## src/rtl/arb_mux_2x1_rr_if.sv

```systemverilog
// Handshake and data bundle between two requesters, the arbiter and the single consumer.
// slave: arbiter side; master: requester/consumer environment side.
interface arb_mux_2x1_rr_if #(
  parameter int W = 8
);
  logic         req0;
  logic [W-1:0] d0;
  logic         last0;
  logic         req1;
  logic [W-1:0] d1;
  logic         last1;
  logic         gnt0;
  logic         gnt1;
  logic         sel;
  logic         out_valid;
  logic [W-1:0] out_data;
  logic         out_last;
  logic         out_ready;

  modport slave (
    input  req0, d0, last0, req1, d1, last1, out_ready,
    output gnt0, gnt1, sel, out_valid, out_data, out_last
  );

  modport master (
    output req0, d0, last0, req1, d1, last1, out_ready,
    input  gnt0, gnt1, sel, out_valid, out_data, out_last
  );
endinterface

```

## src/rtl/arb_mux_2x1_rr.sv

```systemverilog
// Round-robin 2:1 arbiter/sequencer driving a shared mux onto one valid/ready stream.
// Optional grant-entry counters are enabled with the ARB_STATS_EN macro.
module arb_mux_2x1_rr #(
  parameter int W         = 8,
  parameter int MAX_BEATS = 4
) (
  input  logic              clk,
  input  logic              rst,
  arb_mux_2x1_rr_if.slave   bus
`ifdef ARB_STATS_EN
  ,
  output logic [15:0]       gnt_cnt0,
  output logic [15:0]       gnt_cnt1
`endif
);

  localparam int CW = (MAX_BEATS > 0) ? $clog2(MAX_BEATS + 1) : 1;
  localparam logic [CW-1:0] CNT_MAX = (MAX_BEATS > 0) ? CW'(MAX_BEATS) : '0;
  localparam logic [CW-1:0] CNT_LIM = (MAX_BEATS > 0) ? CW'(MAX_BEATS - 1) : '0;

  typedef enum logic [1:0] {IDLE, OWN0, OWN1} state_t;

  state_t        state, state_n;
  logic          ptr, ptr_n;
  logic [CW-1:0] cnt, cnt_n;
  logic          gnt0_q, gnt1_q, sel_q;
  logic          out_valid, xfer, cur_req, oth_req, release_own;

  assign out_valid     = ((state == OWN0) && bus.req0) || ((state == OWN1) && bus.req1);
  assign xfer          = out_valid && bus.out_ready;
  assign bus.out_valid = out_valid;
  assign bus.out_data  = (~{W{sel_q}} & bus.d0) | ({W{sel_q}} & bus.d1);
  assign bus.out_last  = (~sel_q & bus.last0) | (sel_q & bus.last1);
  assign bus.gnt0      = gnt0_q;
  assign bus.gnt1      = gnt1_q;
  assign bus.sel       = sel_q;

  always_comb begin
    state_n     = state;
    ptr_n       = ptr;
    cnt_n       = cnt;
    release_own = 1'b0;
    cur_req     = (state == OWN1) ? bus.req1 : bus.req0;
    oth_req     = (state == OWN1) ? bus.req0 : bus.req1;
    case (state)
      IDLE: begin
        // ptr=0 favours requester 0 on a tie
        if (bus.req0 && (!bus.req1 || !ptr)) state_n = OWN0;
        else if (bus.req1)                   state_n = OWN1;
      end
      default: begin
        if (!cur_req) begin
          release_own = 1'b1;
        end else if (xfer) begin
          if (bus.out_last)                                          release_own = 1'b1;
          else if ((MAX_BEATS != 0) && (cnt >= CNT_LIM) && oth_req)  release_own = 1'b1;
          else if ((MAX_BEATS != 0) && (cnt != CNT_MAX))             cnt_n = cnt + 1'b1;
        end
        if (release_own) begin
          ptr_n   = (state == OWN0);
          cnt_n   = '0;
          state_n = oth_req ? ((state == OWN0) ? OWN1 : OWN0) : IDLE;
        end
      end
    endcase
  end

  // Grant/select flops track the next state so they stay aligned with the FSM.
  always_ff @(posedge clk or posedge rst) begin
    if (rst) begin
      state  <= IDLE;
      ptr    <= 1'b0;
      cnt    <= '0;
      gnt0_q <= 1'b0;
      gnt1_q <= 1'b0;
      sel_q  <= 1'b0;
    end else begin
      state  <= state_n;
      ptr    <= ptr_n;
      cnt    <= cnt_n;
      gnt0_q <= (state_n == OWN0);
      gnt1_q <= (state_n == OWN1);
      sel_q  <= (state_n == OWN1);
    end
  end

`ifdef ARB_STATS_EN
  always_ff @(posedge clk or posedge rst) begin
    if (rst) begin
      gnt_cnt0 <= '0;
      gnt_cnt1 <= '0;
    end else begin
      if ((state != OWN0) && (state_n == OWN0) && (gnt_cnt0 != '1)) gnt_cnt0 <= gnt_cnt0 + 1'b1;
      if ((state != OWN1) && (state_n == OWN1) && (gnt_cnt1 != '1)) gnt_cnt1 <= gnt_cnt1 + 1'b1;
    end
  end
`endif

endmodule

```

## src/flat_wrapper.sv

```systemverilog
// flat-port wrapper written by rule: the top's interface ports become plain ports
module arb_mux_2x1_rr_flat 
#(
  parameter int W         = 8,
  parameter int MAX_BEATS = 4
)
  (clk, rst, bus_req0, bus_d0, bus_last0, bus_req1, bus_d1, bus_last1, bus_out_ready, bus_gnt0, bus_gnt1, bus_sel, bus_out_valid, bus_out_data, bus_out_last);
  arb_mux_2x1_rr_if #(.W(W)) bus_i ();
  input  logic clk;
  input  logic rst;
  input wire logic [$bits(bus_i.req0)-1:0] bus_req0;
  input wire logic [$bits(bus_i.d0)-1:0] bus_d0;
  input wire logic [$bits(bus_i.last0)-1:0] bus_last0;
  input wire logic [$bits(bus_i.req1)-1:0] bus_req1;
  input wire logic [$bits(bus_i.d1)-1:0] bus_d1;
  input wire logic [$bits(bus_i.last1)-1:0] bus_last1;
  input wire logic [$bits(bus_i.out_ready)-1:0] bus_out_ready;
  output wire logic [$bits(bus_i.gnt0)-1:0] bus_gnt0;
  output wire logic [$bits(bus_i.gnt1)-1:0] bus_gnt1;
  output wire logic [$bits(bus_i.sel)-1:0] bus_sel;
  output wire logic [$bits(bus_i.out_valid)-1:0] bus_out_valid;
  output wire logic [$bits(bus_i.out_data)-1:0] bus_out_data;
  output wire logic [$bits(bus_i.out_last)-1:0] bus_out_last;
  assign bus_i.req0 = bus_req0;
  assign bus_i.d0 = bus_d0;
  assign bus_i.last0 = bus_last0;
  assign bus_i.req1 = bus_req1;
  assign bus_i.d1 = bus_d1;
  assign bus_i.last1 = bus_last1;
  assign bus_i.out_ready = bus_out_ready;
  assign bus_gnt0 = bus_i.gnt0;
  assign bus_gnt1 = bus_i.gnt1;
  assign bus_sel = bus_i.sel;
  assign bus_out_valid = bus_i.out_valid;
  assign bus_out_data = bus_i.out_data;
  assign bus_out_last = bus_i.out_last;
  arb_mux_2x1_rr #(.W(W), .MAX_BEATS(MAX_BEATS)) u_core (.clk(clk), .rst(rst), .bus(bus_i));
endmodule
```

## config.mk

```make
export PLATFORM = sky130hd
export DESIGN_NAME = arb_mux_2x1_rr_flat
export DESIGN_NICKNAME = d
export VERILOG_FILES = /design/src/rtl/arb_mux_2x1_rr_if.sv /design/src/rtl/arb_mux_2x1_rr.sv /design/src/flat_wrapper.sv
export SDC_FILE = /design/constraint.sdc
export NUM_CORES = 1
export LEC_CHECK = 0
export ABC_AREA = 1
export CAP_MARGIN = 20
export CORE_MARGIN = 2
export CORE_UTILIZATION = 42
export CTS_CLUSTER_DIAMETER = 150
export DETAILED_ROUTE_END_ITERATION = 10
export PLACE_DENSITY_LB_ADDON = 0.3
export REMOVE_ABC_BUFFERS = 1
export SLEW_MARGIN = 20
export SYNTH_ARGS = -nofsm -noshare
export SYNTH_HDL_FRONTEND = slang
export SYNTH_SLANG_ARGS = --single-unit
```

## constraint.sdc

```tcl
create_clock -name clk -period 2.59 [get_ports clk]
set_input_delay 0.259 -clock clk [delete_from_list [all_inputs] [get_ports clk]]
set_output_delay 0.259 -clock clk [all_outputs]
set_load 0.01 [all_outputs]
```

* Word level (Yosys, flattened, before mapping)
Cells that the tools add are included.
Widths: inputs -> output; s select.
** Storage, ports and cells
- Input port bits :: 23
- Output and inout port bits :: 13
- Word-level logic and storage cells :: 57
- Register bits after elaboration :: 8
** Operators by class
- Reductions and logical operators :: 15
- Add/subtract/negate cells :: 1
- Eq/ne operators :: 7
- Bitwise gates (word level) :: 9
- $lt $le $gt $ge :: 1
- Muxes and demuxes :: 19
** Operator list (number)
- $mux 3 :: 6
- $and 8x8->8 :: 2
- $mux 2 :: 6
- $not 8->8 :: 1
- $or 8x8->8 :: 1
- $mux 1 :: 7
- $reduce_and 6->1 :: 1
- $reduce_bool 2->1 :: 3
- $logic_and 1x1->1 :: 5
- $eq 2x1->1 const B :: 2
- $eq 2x2->1 const B :: 2
- $add 3x1->3 const B :: 1
- $ge 3x2->1 const B :: 1
- $ne 3x3->1 const B :: 1
- $and 1x1->1 :: 2
- $logic_not 1->1 :: 2
- $logic_not 2->1 :: 1
- $logic_or 1x1->1 :: 2
- $ne 2x1->1 const B :: 1
- $ne 2x2->1 const B :: 1
- $not 1->1 :: 2
- $reduce_and 2->1 :: 1
- $or 1x1->1 :: 1

* Longest topological paths before layout
- Word-level depth :: 11
- Gate-level depth with buffers :: 11
- Gate-level depth less buffers :: 11

* Worst setup path after synthesis
Ideal clock, no wire load.
- Path kind :: reg-to-reg
- From :: register u_core.cnt[0]
- To :: register u_core.gnt1_q (netlist: u_core.bus.gnt1)
- Path slack :: 1146 ps
- Arrival :: 1328 ps
- Setup time :: 116 ps
- Required time :: 2474 ps
- Stages on the path, launching flop included :: 11
- Path buffers :: 0
- Period minus slack after synthesis :: 1444 ps
- Path through :: dfrtp_1 -> ha_1 -> ha_1 -> nor2_1 -> nand2_1 -> nand3_1 -> nand2_4 -> nand3_1 -> nand2_1 -> nor2_1 -> nor2_1
** On the way
- Longest elaborated chain between the ends :: 10
** Ends and longest elaborated chain
- start, declared :: line arb_mux_2x1_rr.sv:25 : logic [CW-1:0] cnt, cnt_n;
- start signal, assigned :: line arb_mux_2x1_rr.sv:80 : cnt <= cnt_n;
- $ge 3x2->1 :: line arb_mux_2x1_rr.sv:56 : else if ((MAX_BEATS != 0) && (cnt >= CNT_LIM) && oth_req) release_own = 1'b1;
- $logic_and 1x1->1 :: line arb_mux_2x1_rr.sv:56
- $mux 1 :: line arb_mux_2x1_rr.sv:56
- $mux 1 :: line arb_mux_2x1_rr.sv:55 : if (bus.out_last) release_own = 1'b1;
- $mux 1 :: line arb_mux_2x1_rr.sv:54 : end else if (xfer) begin
- $mux 1 :: line arb_mux_2x1_rr.sv:52 : if (!cur_req) begin
- $mux 1 :: line arb_mux_2x1_rr.sv:45 : case (state)
- $mux 2 :: line arb_mux_2x1_rr.sv:59 : if (release_own) begin
- $mux 2 :: line arb_mux_2x1_rr.sv:45
- $eq 2x2->1 :: line arb_mux_2x1_rr.sv:82 : gnt1_q <= (state_n == OWN1);
- end signal, assigned :: line arb_mux_2x1_rr.sv:82
- end, declared :: line arb_mux_2x1_rr.sv:26 : logic gnt0_q, gnt1_q, sel_q;
Every way passes these cells. The select of a mux whose other input is x is not followed.
A chain may end at the register's enable or synchronous reset.

==> impl_metrics.ini <==
[pwr]
finalPower_uw = 937.9
peakVddDrop_mv = 0.5940
powerDensity_nw_per_um2 = 874.7
p_leak_uw = 0.0005327

[clock_tree]
clock_path_buffers = 2
path_clk_slew_ns = 0.05
cts_buffers = 3
htree_levels = 1
clkSinkCount = 8
cts_setup_buffers = 0
clockRootBuffer = clkbuf_4
clk_latency_ns = 0.25
post_cts_resized = 0
cts_tree = done
hold_buffers = 0

[drt]
drt-vias-per-instance = 4.734
drc = 0
ant_nets = 0
drt_pass1_iterations = 4
drtIter0Drc = 7
vias = 729
wl_per_cell_um = 11.69
totalWireLength_um = 1801

[setup_path]
cp-start-kind = register
endpoint = bus_out_last
crit_fanout = 12
cp.required_ns = 2.33
ff2ff_path_depth = 11
critPathKind = reg2out
arrival_ns = 1.64
worstReg2RegStart = u_core.cnt[0]
critPathCaptureType = output pin
r2r-end = u_core.bus.gnt1
r2r_slack_ns = 1.01
startpoint = u_core.bus.gnt1

[yosys]
synth_fa_ha_area_share_pct = 5.291
synth.most_common_cell = nand2_1
async_flop_share_pct = 100.0
synth_edf_count = 0
synth_seq_cells = 8
muxShareOfSynthArea_pct = 0
synth_cells = 103
avgSynthCellArea_um2 = 6.888
synth-simple-area-share_pct = 44.62
ys_seq_area_share_pct = 28.22
synth_xor_area_share_pct = 0
synth_compound_area_share_pct = 10.05
synth_top_area_share_pct = 28.22
synth_top_area_cell = dfrtp_1
synth_top_family_by_area = simple AND/OR/NAND/NOR gates
ys.flop_type = dfrtp_1
yosys_warnings = 0
syn_area_um2 = 709.4
synth_cell_types = 22
synth.area.top_cells = dfrtp_1, nand2_1, nand2_2
yosys-top-cells-count = nand2_1, inv_1, nand2_2, dfrtp_1, nor2_1

[layout]
drive_gt1_share_pct = 17.39
synthToLayoutAreaGrowth_pct = 51.15
finalNonFillerCells = 154
nNetsFinal = 166
antenna_cells = 0

[floorplan]
die_h_um = 45.10
die_x_um = 45.10
dieArea_um2 = 2034
io_pins = 36
initial_core_util_pct = 46.02
core_um2 = 1541
rows = 14

[place]
hpwl_um = 1500
numPortBuffers = 35
place.gp.congestion = 0.7421
dp.cells = 151

[global_routing]
antenna_found_initial = 0
grt_pass1_vias = 694
track_usage_pct = 20.07
grt_pass1_wl_um = 2953
overflow = 0
grt_max_degree = 13

[sta]
finalCriticalPeriod_ns = 1.898
timing.slew.headroom_pct = 69.76
hold_violations = 0
rsz0062_at_grt = no
fin_crit_sh_pct = 73.27
final_max_slew_viol_count = 0
fin_worst_skew_ns = 0.0004844
fin_tns_setup_ns = 0
setup_viol = 0
max_freq_mhz = 527.0
worstMarginPinSlew_ns = 0.4536

[run_status]
status = finished clean

[flow_run]
maxCapViolations = 0

[worst_hold_path]
hold_path_class = in2async
sequential cells by signal (all words and copies together) (netlist names):
| signal | count |
|---|---|
| u_core.ptr | 1 |
| u_core.cnt | 3 |
| u_core.bus.gnt0 | 1 |
| u_core.state | 2 |
| u_core.bus.gnt1 | 1 |
cell usage in the layout (no fill, tap or decap):
cell type	Yosys	layout
nand3_1	5	5
o21ai_0	2	2
o21ai_4	1	1
nand2_1	40	40
inv_6	1	1
dfrtp_1	8	8
inv_1	9	9
ha_1	3	3
nand3_2	2	2
inv_2	3	3
a21oi_1	1	1
a21oi_4	1	1
nor2_2	1	1
clkbuf_4	0	3
nor2_1	6	6
o21ai_1	3	3
nand4_1	1	1
nand3b_1	1	1
clkdlybuf4s50_1	0	35
nand2_2	9	9
a21oi_2	1	1
nand2_4	2	2
logic make-up after synthesis:
kind of cell	count (synthesis)
and+or+nand+nor	67
DFF	8
adders and majority gates	3
buffers and inverters	16
AOI/OAI and AO/OA	9
power breakdown:
part	total, uW	switching (uW)	internal, uW
sequential	249	70.2	179
clock	90.1	37.5	52.7
combinational	598	328	270
total	938	436	502
critical path: stages (launching register included):
cell and delay [ns]:
dfrtp_1 0.62, nand2_1 0.12, nand2_2 0.12, clkdlybuf4s50_1 0.54
final cells by class:
type	instances	area, um^2
Clock buffer	3	22.52
Fill cell	134	469.2
Inverter	13	53.80
Multi-Input combinational cell	79	425.4
Sequential cell	8	200.2
Tap cell	16	20.02
Timing Repair Buffer	35	350.3
worst min-delay path by stage:
stage                                 end  slack (ns)  cells past startpoint
final                       u_core.cnt[0]        0.25                      2
after global routing        u_core.cnt[0]        0.30                      2
after CTS                   u_core.cnt[1]        0.25                      2
after detailed placement  u_core.bus.gnt0        0.52                      2
after global placement      u_core.cnt[0]        0.51                      2
after floorplan           u_core.bus.gnt0        0.07                      1
routing by layer:
metal  up-vias  track usage, %  part of all wire (%)
met5         -               0                     0
met4         0           7.647                   1.4
met3         4           4.400                   5.6
met2        21           34.29                    50
met1       317           24.49                    43
li1        387               -                     -
through the flow:
stage | hold WS [ns] | util, % | worst slack (ns) | instance area, um^2
floorplan | 0.07466 | - | 1.141 | 679.4
global placement | 0.5069 | 68.10 | 0.8012 | 1050
detailed placement | 0.5154 | 68.10 | 0.7634 | 1050
CTS | 0.2483 | 69.56 | 0.6789 | 1072
global route | 0.3019 | 69.56 | 0.5993 | 1072
finish | 0.2489 | 69.56 | 0.6924 | 1072
Note: power is estimated with default switching activity, not from simulation.
